$ cat config.mk
export PLATFORM = sky130hd
export DESIGN_NAME = conv_window_sequencer
export DESIGN_NICKNAME = d
export VERILOG_FILES = /design/src/rtl/cnn_pkg.sv /design/src/rtl/conv_window_sequencer_rc_counter.sv /design/src/rtl/conv_window_sequencer.sv
export SDC_FILE = /design/constraint.sdc
export NUM_CORES = 1
export LEC_CHECK = 0
export BUFFER_PORTS_ARGS = -buffer_cell sky130_fd_sc_hd__buf_2
export CORE_MARGIN = 8
export CORE_UTILIZATION = 51
export DETAILED_ROUTE_END_ITERATION = 6
export PLACE_DENSITY = 0.9
export SLEW_MARGIN = 25
export SYNTH_ARGS = -nofsm -noshare
export SYNTH_HDL_FRONTEND = slang
export SYNTH_SLANG_ARGS = --single-unit
$ cat constraint.sdc
create_clock -name clk -period 2.85 [get_ports clk]
set_input_delay 0.1425 -clock clk [delete_from_list [all_inputs] [get_ports clk]]
set_output_delay 0.1425 -clock clk [all_outputs]
set_load 0.01 [all_outputs]
$ cat src/rtl/cnn_pkg.sv
// Shared definitions for the convolution window sequencer: FSM state
// encoding and default buffer geometry.
package cnn_pkg;

   // Default pixel width and buffer geometry (5x5 buffer, 3-bit addresses).
   localparam int DW_DEF       = 8;
   localparam int MEM_SIZE_DEF = 5;
   localparam int MEM_ADDR_DEF = 3;

   // Controller states, 2-bit binary in declaration order.
   typedef enum logic [1:0] {
      S_IDLE = 2'd0,
      S_LOAD = 2'd1,
      S_SCAN = 2'd2,
      S_DONE = 2'd3
   } state_t;

endpackage : cnn_pkg

$ cat src/rtl/conv_window_sequencer_rc_counter.sv
// Row/column position counter stepping row-major over LO..HI in both axes.
// Reset puts it at (0,0); clr loads (LO,LO); inc advances one position and
// saturates on the final one so the address holds once the sweep is complete.
module rc_counter #(
   parameter int W  = 3,
   parameter int LO = 0,
   parameter int HI = 4
) (
   input  logic         clk,
   input  logic         reset,
   input  logic         clr,
   input  logic         inc,
   output logic [W-1:0] row,
   output logic [W-1:0] col,
   output logic         last
);

   localparam logic [W-1:0] LO_V = W'(LO);
   localparam logic [W-1:0] HI_V = W'(HI);

   // Final position of the sweep.
   assign last = (row == HI_V) && (col == HI_V);

   // Position register: clear has priority over increment; column wraps into the next row.
   always_ff @(posedge clk or negedge reset) begin
      if (!reset) begin
         // NOTE: sequential state is always updated with non-blocking assignments so every
         // register samples pre-edge values regardless of block evaluation order.
         row <= '0;
         col <= '0;
      end else if (clr) begin
         row <= LO_V;
         col <= LO_V;
      end else if (inc && !last) begin
         if (col == HI_V) begin
            col <= LO_V;
            row <= row + 1'b1;
         end else begin
            col <= col + 1'b1;
         end
      end
   end

endmodule : rc_counter

$ cat src/rtl/conv_window_sequencer.sv
// Sequencer for one MEM_SIZE x MEM_SIZE feature-map buffer: fills it from a
// pixel stream, then walks the 3x3 window centre over every interior position
// in row-major order and hands each window downstream. Writes happen only in
// LOAD and reads only in SCAN, so the two enables can never overlap.
module conv_window_sequencer
   import cnn_pkg::*;
#(
   parameter int DW       = DW_DEF,
   parameter int MEM_SIZE = MEM_SIZE_DEF,
   parameter int MEM_ADDR = MEM_ADDR_DEF
) (
   input  logic                clk,
   input  logic                reset,
   input  logic                start,
   input  logic                abort,
   output logic                busy,
   output logic                done,
   input  logic                pix_valid,
   input  logic signed [DW-1:0] pix_data,
   output logic                pix_ready,
   output logic                mem_wr_en,
   output logic [DW-1:0]       mem_data_in,
   output logic [MEM_ADDR-1:0] mem_in_add_row,
   output logic [MEM_ADDR-1:0] mem_in_add_col,
   output logic                mem_rd_en,
   output logic [MEM_ADDR-1:0] mem_a_add_row,
   output logic [MEM_ADDR-1:0] mem_a_add_col,
   output logic                win_valid,
   input  logic                win_ready,
   output logic                win_last
);

   state_t state, state_nxt;

   logic wr_clr, wr_inc, wr_last;
   logic rd_clr, rd_inc, rd_last;

   // Write-address counter: covers the whole buffer.
   rc_counter #(
      .W  (MEM_ADDR),
      .LO (0),
      .HI (MEM_SIZE - 1)
   ) u_wr_cnt (
      .clk   (clk),
      .reset (reset),
      .clr   (wr_clr),
      .inc   (wr_inc),
      .row   (mem_in_add_row),
      .col   (mem_in_add_col),
      .last  (wr_last)
   );

   // Window-centre counter: interior positions only, so every 3x3 window fits.
   rc_counter #(
      .W  (MEM_ADDR),
      .LO (1),
      .HI (MEM_SIZE - 2)
   ) u_rd_cnt (
      .clk   (clk),
      .reset (reset),
      .clr   (rd_clr),
      .inc   (rd_inc),
      .row   (mem_a_add_row),
      .col   (mem_a_add_col),
      .last  (rd_last)
   );

   // State register.
   always_ff @(posedge clk or negedge reset) begin
      if (!reset) state <= S_IDLE;
      else        state <= state_nxt;
   end

   // Next-state, counter control and handshake decode; abort overrides every transition.
   always_comb begin
      // NOTE: every output of this block gets a default first, so no path can leave one
      // unassigned and infer a latch.
      state_nxt   = state;
      wr_clr      = 1'b0;
      wr_inc      = 1'b0;
      rd_clr      = 1'b0;
      rd_inc      = 1'b0;
      busy        = 1'b0;
      done        = 1'b0;
      pix_ready   = 1'b0;
      mem_wr_en   = 1'b0;
      mem_data_in = '0;
      mem_rd_en   = 1'b0;
      win_valid   = 1'b0;
      win_last    = 1'b0;

      unique case (state)
         S_IDLE: begin
            if (start) begin
               state_nxt = S_LOAD;
               wr_clr    = 1'b1;
            end
         end
         S_LOAD: begin
            busy        = 1'b1;
            pix_ready   = 1'b1;
            mem_wr_en   = pix_valid;
            mem_data_in = pix_data;
            if (pix_valid) begin
               wr_inc = 1'b1;
               if (wr_last) begin
                  state_nxt = S_SCAN;
                  rd_clr    = 1'b1;
               end
            end
         end
         S_SCAN: begin
            busy      = 1'b1;
            mem_rd_en = 1'b1;
            win_valid = 1'b1;
            win_last  = rd_last;
            if (win_ready) begin
               rd_inc = 1'b1;
               if (rd_last) state_nxt = S_DONE;
            end
         end
         S_DONE: begin
            done      = 1'b1;
            state_nxt = S_IDLE;
         end
         default: state_nxt = S_IDLE;
      endcase

      // Abort still lets the write of this cycle through; it only redirects the
      // state and clears both position counters.
      if (abort) begin
         state_nxt = S_IDLE;
         wr_clr    = 1'b1;
         wr_inc    = 1'b0;
         rd_clr    = 1'b1;
         rd_inc    = 1'b0;
      end
   end

endmodule : conv_window_sequencer

* Yosys cells after proc, flatten, opt, wreduce, memory -nomap -nowiden
Cells that the tools add are included.
** Cells by class
- $add $sub $neg :: 4
- Equal/unequal tests :: 12
- Mux-type cells :: 39
- Reduce and logical (&&, ||, !) cells :: 15
** Operators by type and width (number)
- 3-bit 2-to-1 mux :: 12
- 1-bit 2-to-1 mux :: 19
- 3-bit by 1-bit adder with 3-bit output (second input constant) :: 4
- 2-bit 2-to-1 mux :: 6
- 3-bit != test (second input constant) :: 4
- 8-bit 2-to-1 mux :: 1
- 2-bit case mux with 4 select lines :: 1
- 2-bit nonzero test :: 4
- 3-bit by 2-bit equality test with 1-bit output (second input constant) :: 2
- 3-bit equality test (second input constant) :: 2
- 5-bit AND reduction :: 1
- 2-bit equality test (second input constant) :: 2
- 1-bit logical AND :: 4
- 2-bit AND reduction :: 2
- 3-bit by 2-bit != test with 1-bit output (second input constant) :: 1
- 2-bit by 1-bit equality test with 1-bit output (second input constant) :: 1
- 1-bit zero test :: 2
- 2-bit zero test :: 1
- 2-bit OR reduction :: 1
** Storage, ports and cells
- Register bits :: 14
- Word-level logic and storage cells :: 75

* Depth between registers and ports, before layout
Gate-level depths: netlist of run 1.
- Word-level depth :: 8
- Mapped depth :: 7
- Gate-level depth less buffers :: 6

* Hierarchy
From an unflattened synthesis of run 1, not the netlist that was laid out.
** Second synthesis, totals
- Cells, all modules :: 101
- Area, all modules :: 1057.3 um^2
** Modules (own cells, without submodules)
- rc_counter (u_wr_cnt) :: times used 1, cells an instance 37, area an instance 384.1 um^2, sequential area each 150.1 um^2
- rc_counter (u_rd_cnt) :: times used 1, cells an instance 28, area an instance 349.1 um^2, sequential area each 150.1 um^2
- conv_window_sequencer :: times used 1, cells an instance 36, area an instance 324.1 um^2, sequential area each 50.0 um^2

* Worst setup path before layout of run 1
Ideal clock, no wire load.
- Path type :: reg2reg
- From :: reg u_rd_cnt.row[0]
- To :: reg state[0]
- Setup time :: 0.126 ns
- Data arrival time :: 1.551 ns
- Required time :: 2.724 ns
- Path slack :: 1.173 ns
- Cell stages (with the launch flop) :: 7
- Period minus slack after synthesis :: 1.677 ns
- Cell sequence :: dfrtp_1 ha_1 ha_1 and4b_1 o32ai_2 a2bb2oi_1 o21ai_0
** Between the ends
- Word-level cells in the longest chain between the ends :: 4
** RTL lines
- start: declaration :: line conv_window_sequencer_rc_counter.sv:13 : output logic [W-1:0] row,
- start signal: assignment :: line conv_window_sequencer_rc_counter.sv:37 : row <= row + 1'b1;
- 3-bit by 2-bit equality test with 1-bit output :: line conv_window_sequencer_rc_counter.sv:22 : assign last = (row == HI_V) && (col == HI_V);
- 1-bit logical AND :: line conv_window_sequencer_rc_counter.sv:22
- 3-bit != test (no line)
- 5-bit AND reduction (no line)
- end signal: assignment :: line conv_window_sequencer.sv:71 : else state <= state_nxt;
- end: declaration :: line conv_window_sequencer.sv:33 : state_t state, state_nxt;
Every way passes these cells.
A chain may end at the register's enable or synchronous reset.

* Final worst setup path of run 1
- From :: reg state[1]
- To :: reg u_wr_cnt.row[0]
** Between the ends
- Word-level cells in the longest chain between the ends :: 6
** RTL lines
- 2-bit by 1-bit equality test with 1-bit output :: line conv_window_sequencer.sv:92 : unique case (state)
- 1-bit 2-to-1 mux :: line conv_window_sequencer.sv:92
- 1-bit 2-to-1 mux :: line conv_window_sequencer.sv:131 : if (abort) begin
- 1-bit logical AND :: line conv_window_sequencer_rc_counter.sv:34 : end else if (inc && !last) begin
- 2-bit nonzero test (no line)
- 2-bit AND reduction (no line)
- end signal: assignment :: line conv_window_sequencer_rc_counter.sv:37
- end: declaration :: line conv_window_sequencer_rc_counter.sv:13
Parallel ways exist; a longest one is shown, timed or not.

==> flow_summary_export.csv, run 1 <==
group,metric,value,unit
drt,drt-total-wl,2.520,mm
timing,post-route-period-util,62.42,%
clocking,clock_sinks,14,
power,switching_share,36.88,%
placed_design,dp.cells,171,
power,intPower,0.0003987,W
timing,drv_slew,0,
clocking,cts_buffer_depth,2,
synthesis,synthCells,108,
clocking,root_buffer,"clkbuf_4",
placed_design,hpwl,2.081,mm
synthesis,synth_top_area_cell,"dfrtp_1",
placed_design,pre_cts_slack,1087,ps
worst_setup_path,crit_arrival,1970,ps
floorplan,io_pins,41,
worst_setup_path,critical_path.max_fanout,13,
power,p_comb_share,40.1,%
drt,wl_per_cell,14.32,microns
layout,final_common_cell,"buf_2",
layout,diodes,0,
floorplan,die_h,60.30,microns
synthesis,ys.flop_type,"dfrtp_1",
layout,postLayoutCoreUtil,65.72,%
timing,fin_ws,1071,ps
run,max_cap_violations,0,
placed_design,numPortBuffers,40,
synthesis,synth.top_cell.area_share,35.00,%
power,power_frac_clock,24.2,%
synthesis,syn_area,1001,sq um
power,switchingPower,0.0002329,W
clocking,numCtsBuffers,3,
global_route,groute.usage.overall,13.97,%
timing,final-hold-violation-count,0,
global_route,grt-ovfl-total,0,
clocking,clkLatencyLatePin,300,ps
timing,tightest_slew,355.1,ps
drt,drt_iter0_markers,20,
synthesis,synth_cell_types,34,
timing,max_freq,562.2,MHz
power,seqPwrFrac,35.7,%
worst_setup_path,worst_setup_path_end_kind,"flip-flop",
worst_setup_path,critPathKind,"reg -> reg",
drt,viasPerCell,5.261,
global_route,grt_pass1_vias,895,
clocking,cts-htree-levels,1,
layout,most-common-layout-cells,"buf_2, dfrtp_1, ha_1",
global_route,grt_max_degree,15,
layout,instances_no_fill,176,
power,peakVddDrop,309.7,uV
floorplan,die_w,60.30,microns
power,powerDensity,505.3,nW/um^2
timing,skew,2.807,ps
drt,drc,0,
timing,rsz0062_at_grt,"no",
floorplan,core.rowCount,16,
timing,min_period,1779,ps
worst_setup_path,worstSetupStartpointType,"flip-flop",
synthesis,yosysSeqAreaShare,35.00,%
drt,num_vias,926,
floorplan,design.die.area,3636,sq um
layout,drive_above_1_share,33.56,%
clocking,cts_tree,"yes",
timing,tns,0,ps
synthesis,synth-edff-count,0,
floorplan,initial_core_util,52.63,%
placed_design,place.gp.congestion,0.7794,
global_route,antenna_found_initial,0,
drt,postRouteAntennaNets,0,
clocking,path_clk_slew,90,ps
timing,slew_headroom,76.20,%
timing,whs,163.6,ps
synthesis,synth-async-reset-ratio,100.0,%
layout,fin_nets,175,
synthesis,yosys_warnings,0,
synthesis,ys_ff_latch,14,
power,leakagePower,0.6396,nW
synthesis,synth.area.top_cells,"dfrtp_1, ha_1, and2_1",
floorplan,core-area,1902,sq um
synthesis,synth_fp_nets,133,
timing,setup_violations,0,
layout,area_growth,24.88,%
synthesis,syn_area_per_cell,9.268,sq um
global_route,grt_pass1_wl,3.857,mm
drt,first_pass_iters,4,
worst_setup_path,critPathRequiredTime,3040,ps
worst_hold_path,hp-class,"in -> reg",
outcome,run_status,"completed",
-- flip-flops by register name, indices dropped and copies added, names as in the netlist --
| name | flops |
|---|---|
| u_wr_cnt.col | 3 |
| state | 2 |
| u_rd_cnt.row | 3 |
| u_rd_cnt.col | 3 |
| u_wr_cnt.row | 3 |
-- Yosys cell counts, types with 2 or more instances --
master and instances:
a211oi_1 2, a21o_1 2, a21oi_1 6, and2_1 10, and3_1 2, buf_4 2, dfrtp_1 14, ha_1 11
inv_1 10, mux2i_1 2, nand2_1 9, nand2b_1 4, nand3_1 3, nand3b_1 2, nor2_1 6, o21ai_0 4
xnor2_1 2
-- worst paths after layout --
| path | startpoint | to | slack [ps] | depth (start not counted) |
|---|---|---|---|---|
| setup / recovery | state[1] | u_wr_cnt.row[0] | 1070 | 6 |
| hold / removal | abort | state[0] | 160 | 2 |
| setup reg to reg | state[1] | u_wr_cnt.row[0] | 1070 | 6 |
| hold reg to reg | u_wr_cnt.row[2] | u_wr_cnt.row[2] | 520 | 1 |
| max in group asynchronous | reset | u_rd_cnt.col[0] | 2350 | 2 |
| min in group asynchronous | reset | u_wr_cnt.row[1] | 260 | 2 |
-- per-layer routing --
layer / vias up / GRT usage (%) / share of wire (%)
li1: 448 / - / -
met1: 428 / 12.55 / 37
met2: 45 / 26.68 / 49
met3: 5 / 4.301 / 12
met4: 0 / 7.823 / 1.9
met5: - / 0 / 0
-- cells by family after synthesis --
kind of cell	share of synthesized area, %
and+or+nand+nor	26.75
AOI/OAI and AO/OA	12.75
buffers and inverters	6.874
DFF	35.00
adders and majority gates	13.75
muxes	3.125
xor gates and xnor gates	1.750
-- stage by stage --
stage	power [W]	cell area (sq um)
floorplan	0.0004026	1001
global placement	0.0004700	1204
detailed placement	0.0004838	1204
CTS	0.0006374	1250
global route	0.0006739	1250
finish	0.0006316	1250
-- what timing repair did --
action | CTS | global route
hold endpoints to repair | 14 | 0
hold buffers | 1 | 0
setup buffers | 0 | 0
endpoints found under the setup margin | 0 | 0
resized for setup | 0 | 0
-- worst max-delay path, cell delays in order, from the launching register on --
cell and delay (ps):
dfrtp_1 430, inv_1 100, ha_1 340, and3b_1 330
nor3b_2 270, xnor2_1 150, nor2_1 50
-- final cells by class --
cell class	instances	area [sq um]
inverter	10	37.54
clock buffer	4	36.28
tap	27	33.78
sequential	14	350.3
multi-input combinational	80	581.8
timing repair buffer	41	210.2
fill	151	651.9
-- power groups by stage --
stage / sequential [W] / combinational [W] / clock (W)
final: 0.000226 / 0.000253 / 0.000153
after global routing: 0.000227 / 0.000284 / 0.000163
after CTS: 0.000226 / 0.000256 / 0.000156
after detailed placement: 0.000230 / 0.000254 / 0
after global placement: 0.000228 / 0.000242 / 0
after floorplan: 0.000228 / 0.000174 / 0
No activity file was read; power rests on OpenSTA's default activity.
==> inputs of run 2 (changes only) <==
- CORE_UTILIZATION: 51 -> 42
- PLACE_DENSITY: 0.9 -> 0.8
- clock period: 2.85 -> 1.6 ns (I/O delays scaled with it)
==> flow_summary_export.csv, run 2 (synthesis results as in run 1) <==
group,metric,value,unit
floorplan,initial_core_util,44.82,%
worst_setup_path,crit_buf_inv,0,
worst_setup_path,cp_slowest_stage_delay,420,ps
worst_setup_path,critPathSlowestCell,"or4_4",
drt,postRouteAntennaNets,0,
timing,slew_headroom,77.80,%
global_route,grt_max_degree,15,
timing,tightest_slew,333.1,ps
timing,setup_violations,1,
layout,final_common_cell,"buf_2",
placed_design,placed_area,1275,sq um
layout,multi_input_area,699.4,sq um
layout,drive_above_1_share,51.81,%
layout,diodes,0,
clocking,cts-htree-levels,1,
worst_setup_path,worstSetupStartpointType,"flip-flop",
floorplan,core.rowCount,17,
global_route,antenna_found_initial,0,
layout,regArea,352.8,sq um
drt,drc,0,
timing,tns,-9.811,ps
worst_hold_path,min_path_cells,2,
timing,final-hold-violation-count,0,
global_route,groute.usage.overall,13.14,%
clocking,root_buffer,"clkbuf_4",
worst_setup_path,r2r_end,"state[1]",
outcome,violations,"negative setup slack",
worst_setup_path,critical_path.max_fanout,4,
timing,drv_slew,0,
clocking,cts_buffer_depth,2,
layout,num-fill-cells,188,
drt,drt-total-wl,2.915,mm
layout,postLayoutCoreUtil,67.11,%
worst_setup_path,rr_worst_depth,6,
layout,fin_nets,192,
global_route,grt_pass1_vias,1007,
placed_design,numPortBuffers,40,
layout,final_cell_area,1499,sq um
power,peakVddDrop,632.8,uV
drt,first_pass_iters,4,
floorplan,io_pins,41,
timing,max_freq,621.2,MHz
drt,num_vias,993,
power,leakagePower,0.7625,nW
worst_hold_path,worstHoldStart,"abort",
run,max_cap_violations,0,
drt,drt_iter0_markers,40,
clocking,clock_sinks,14,
timing,fin_ws,-9.811,ps
global_route,grt-ovfl-total,0,
floorplan,die_w,64.82,microns
drt,viasPerCell,5.119,
worst_setup_path,worstPathCellList,"ha_2 > ha_4 > and4b_1 > o32ai_4 > or4_4 > nand3_2",
global_route,grt_pass1_wl,4.485,mm
timing,skew,8.451,ps
timing,rsz0062_at_grt,"yes",
worst_hold_path,hp-class,"in -> reg",
floorplan,core-area,2233,sq um
placed_design,hpwl,2.183,mm
timing,min_period,1610,ps
worst_hold_path,hold_end,"state[0]",
clocking,cts_tree,"yes",
clocking,clkLatencyLatePin,290,ps
timing,post-route-period-util,100.6,%
floorplan,die_h,64.82,microns
worst_setup_path,critPathTopFamily,"simple AND/OR/NAND/NOR gates",
layout,area_growth,49.75,%
layout,most-common-layout-cells,"buf_2, buf_4, dfrtp_1",
clocking,numCtsBuffers,3,
worst_setup_path,crit_start,"u_rd_cnt.row[1]",
clocking,path_clk_slew,100,ps
worst_setup_path,critPathKind,"reg -> reg",
floorplan,design.die.area,4202,sq um
outcome,run_status,"complete, but fails checks",
worst_setup_path,crit_arrival,1840,ps
worst_setup_path,worst_setup_path_end_kind,"flip-flop",
placed_design,place.gp.congestion,0.7407,
worst_setup_path,r2r_start,"u_rd_cnt.row[1]",
drt,wl_per_cell,15.03,microns
worst_setup_path,rrSetupSlack,-10,ps
power,powerDensity,873.6,nW/um^2
worst_setup_path,critPathRequiredTime,1830,ps
## run 2: changes by cell type in the layout (fill, tap and decap cells not counted), moves of 3 or more
cell	before	now
inv_1	10	7
inv_2	0	3
ha_1	11	4
ha_2	0	3
buf_4	0	17
ha_4	0	4
## run 2: layout make-up
| class | instances | area share (%) |
|---|---|---|
| clock buffer | 4 | 2.421 |
| inverter | 10 | 2.504 |
| multi-input combinational | 80 | 46.66 |
| sequential | 14 | 23.54 |
| tap | 28 | 2.337 |
| timing repair buffer | 58 | 22.54 |
## run 2: worst max path at each step
stage	endpoint	slack, ps	depth (start not counted)
floorplan	state[0]	-5	6
global placement	u_rd_cnt.row[1]	5	6
detailed placement	u_rd_cnt.row[1]	-40	6
CTS	u_rd_cnt.row[1]	-30	6
global route	u_rd_cnt.row[1]	-60	6
finish	state[1]	-10	6
## run 2: power breakdown
group | internal [W] | switching [W] | total, W
Clock | 0.000139 | 0.000131 | 0.000270
Combinational | 0.000314 | 0.000313 | 0.000628
Sequential | 0.000379 | 0.0000331 | 0.000412
## run 2: repair_timing
item / CTS / global route
hold buffers: 1 / 0
pin swaps: 1 / 9
gates resized for setup: 3 / 21
setup endpoints to repair: 9 / 18
cloned: 0 / 0
hold endpoints to repair: 14 / 0
buffers inserted: 4 / 6
## run 2: per-layer routing
metal,global-route usage (%),wire length [microns]
met4,3.815,32
met3,3.436,159
met5,0,0
met2,25.34,1570
met1,13.43,1153
## run 2: metrics by stage
stage               hold slack, ps  cells  power [W]  worst slack [ps]
floorplan                   -215.6    108  0.0007215            -5.490
global placement            -5.024    179  0.0008781             4.936
detailed placement           4.696    179  0.0008980            -41.94
CTS                          88.39    188   0.001186            -25.02
global route                 121.4    194   0.001396            -61.02
finish                       94.09    194   0.001310            -9.811
==> inputs of run 3 (changes only) <==
- MAX_ROUTING_LAYER: default -> met4
==> flow_summary_export.csv, run 3 (synthesis results as in run 1) <==
group,metric,value,unit
outcome,run_status,"completed",
layout,drive_above_1_share,51.20,%
layout,most-common-layout-cells,"buf_2, buf_4, dfrtp_1",
global_route,grt-ovfl-total,0,
worst_hold_path,min_path_cells,2,
timing,tns,0,ps
placed_design,hpwl,2.183,mm
timing,post-route-period-util,99.76,%
worst_hold_path,hp-class,"in -> reg",
worst_setup_path,rr_worst_depth,7,
floorplan,core-area,2233,sq um
global_route,grt_max_degree,15,
run,max_cap_violations,0,
worst_setup_path,crit_buf_inv,1,
worst_setup_path,worstPathCellList,"ha_2 > ha_4 > and4b_1 > o32ai_2 > buf_4 > nand2_2 > nand3_2",
clocking,cts_tree,"yes",
clocking,clkLatencyLatePin,290,ps
clocking,numCtsBuffers,3,
floorplan,io_pins,41,
worst_setup_path,crit_arrival,1820,ps
drt,topRoutingLayerUsed,"met4",
timing,slew_headroom,77.60,%
global_route,grt_pass1_vias,1007,
power,leakagePower,0.7602,nW
placed_design,place.gp.congestion,0.7498,
worst_setup_path,worstSetupStartpointType,"flip-flop",
clocking,clock_sinks,14,
layout,diodes,0,
placed_design,dp.cells,179,
global_route,antenna_found_initial,0,
worst_setup_path,critPathRequiredTime,1830,ps
drt,first_pass_iters,4,
drt,num_vias,988,
floorplan,initial_core_util,44.82,%
timing,fin_ws,3.899,ps
floorplan,die_h,64.82,microns
timing,final-hold-violation-count,0,
layout,final_common_cell,"buf_2",
clocking,path_clk_slew,90,ps
timing,skew,2.803,ps
power,p_comb_share,47.3,%
timing,drv_slew,0,
clocking,cts-htree-levels,1,
global_route,grt_pass1_wl,4.485,mm
power,switchingPower,0.0004691,W
worst_setup_path,cp_slowest_stage_delay,400,ps
floorplan,core.rowCount,17,
drt,drt_iter0_markers,54,
placed_design,numPortBuffers,40,
worst_setup_path,critPathKind,"reg -> reg",
drt,wl_met1,1.163,mm
timing,tightest_slew,336.0,ps
timing,rsz0062_at_grt,"yes",
power,switching_share,36.39,%
placed_design,pre_cts_slack,-41.94,ps
timing,min_period,1596,ps
floorplan,design.die.area,4202,sq um
clocking,cts_buffer_depth,2,
drt,wl_per_cell,15.00,microns
floorplan,die_w,64.82,microns
layout,fin_nets,192,
power,power_frac_clock,20.8,%
clocking,root_buffer,"clkbuf_4",
timing,max_freq,626.5,MHz
power,seqPwrFrac,31.9,%
layout,instances_no_fill,194,
drt,wl_met3,140,microns
worst_setup_path,rrSetupSlack,4,ps
worst_setup_path,worst_setup_path_end_kind,"flip-flop",
global_route,groute.usage.overall,13.52,%
power,powerDensity,868.6,nW/um^2
timing,setup_violations,0,
worst_setup_path,critPathTopFamily,"flip-flops",
drt,viasPerCell,5.093,
layout,postLayoutCoreUtil,66.44,%
drt,drc,0,
drt,postRouteAntennaNets,0,
drt,drt-total-wl,2.910,mm
layout,area_growth,48.25,%
worst_setup_path,critical_path.max_fanout,4,
drt,wl_met2,1.573,mm
power,intPower,0.0008199,W
power,peakVddDrop,619.7,uV
worst_setup_path,cp.depth,7,
worst_setup_path,critPathSlowestCell,"dfrtp_1",
-- run 3: cell types whose count changed in the layout (fill, tap and decap cells not counted) --
| cell | before | now |
|---|---|---|
| or4_4 | 1 | 0 |
| or4_1 | 0 | 1 |
| o32ai_2 | 0 | 1 |
| o32ai_4 | 1 | 0 |
-- run 3: metal layers --
metal	vias up	track usage, %
met2	24	25.34
met5	-	-
li1	485	-
met1	475	13.64
met4	0	3.815
met3	4	3.093
-- run 3: path summary, 6_finish.rpt --
| check | start | end |
|---|---|---|
| worst max-delay path | u_rd_cnt.row[1] | state[1] |
| worst min-delay path | abort | state[0] |
| worst max register to register | u_rd_cnt.row[1] | state[1] |
| worst min register to register | u_wr_cnt.row[2] | u_wr_cnt.row[2] |
| max in group asynchronous | reset | state[1] |
| min in group asynchronous | reset | u_wr_cnt.col[2] |
-- run 3: stage by stage --
| stage | hold WS [ps] | instance area (sq um) | total power [W] |
|---|---|---|---|
| after global placement | -5.024 | 1275 | 0.0008781 |
| after floorplan | -215.6 | 1018 | 0.0007215 |
| after CTS | 88.39 | 1370 | 0.001186 |
| after global routing | 100.3 | 1484 | 0.001378 |
| after detailed placement | 4.696 | 1275 | 0.0008980 |
| final | 83.88 | 1484 | 0.001289 |
-- run 3: cell type report --
class / instances / area (sq um)
Sequential cell: 14 / 352.8
Fill cell: 193 / 749.5
Clock buffer: 4 / 36.28
Inverter: 10 / 37.54
Multi-Input combinational cell: 80 / 684.4
Timing Repair Buffer: 58 / 337.8
Tap cell: 28 / 35.03
-- run 3: worst register-to-register path, delay by kind of cell, from the launching register on --
family	cells	cell delay [ps]
DFF	1	400
adders and majority gates	2	370
and+or+nand+nor	3	310
AOI/OAI and AO/OA	1	290
buffers and inverters	1	180
-- run 3: repair_timing --
action | 4_1_cts | 5_1_grt
endpoints found under the hold margin | 14 | 0
setup buffers | 4 | 6
resized for setup | 3 | 19
hold buffers | 1 | 0
cloned | 0 | 0
pin swaps | 1 | 9
endpoints found under the setup margin | 9 | 16
-- run 3: power groups by stage --
stage | clock, W | sequential, W | combinational, W
2_1_floorplan | 0 | 0.000407 | 0.000314
3_3_place_gp | 0 | 0.000407 | 0.000471
3_5_place_dp | 0 | 0.000410 | 0.000488
4_1_cts | 0.000268 | 0.000400 | 0.000517
5_1_grt | 0.000290 | 0.000415 | 0.000673
6_report | 0.000268 | 0.000412 | 0.000610
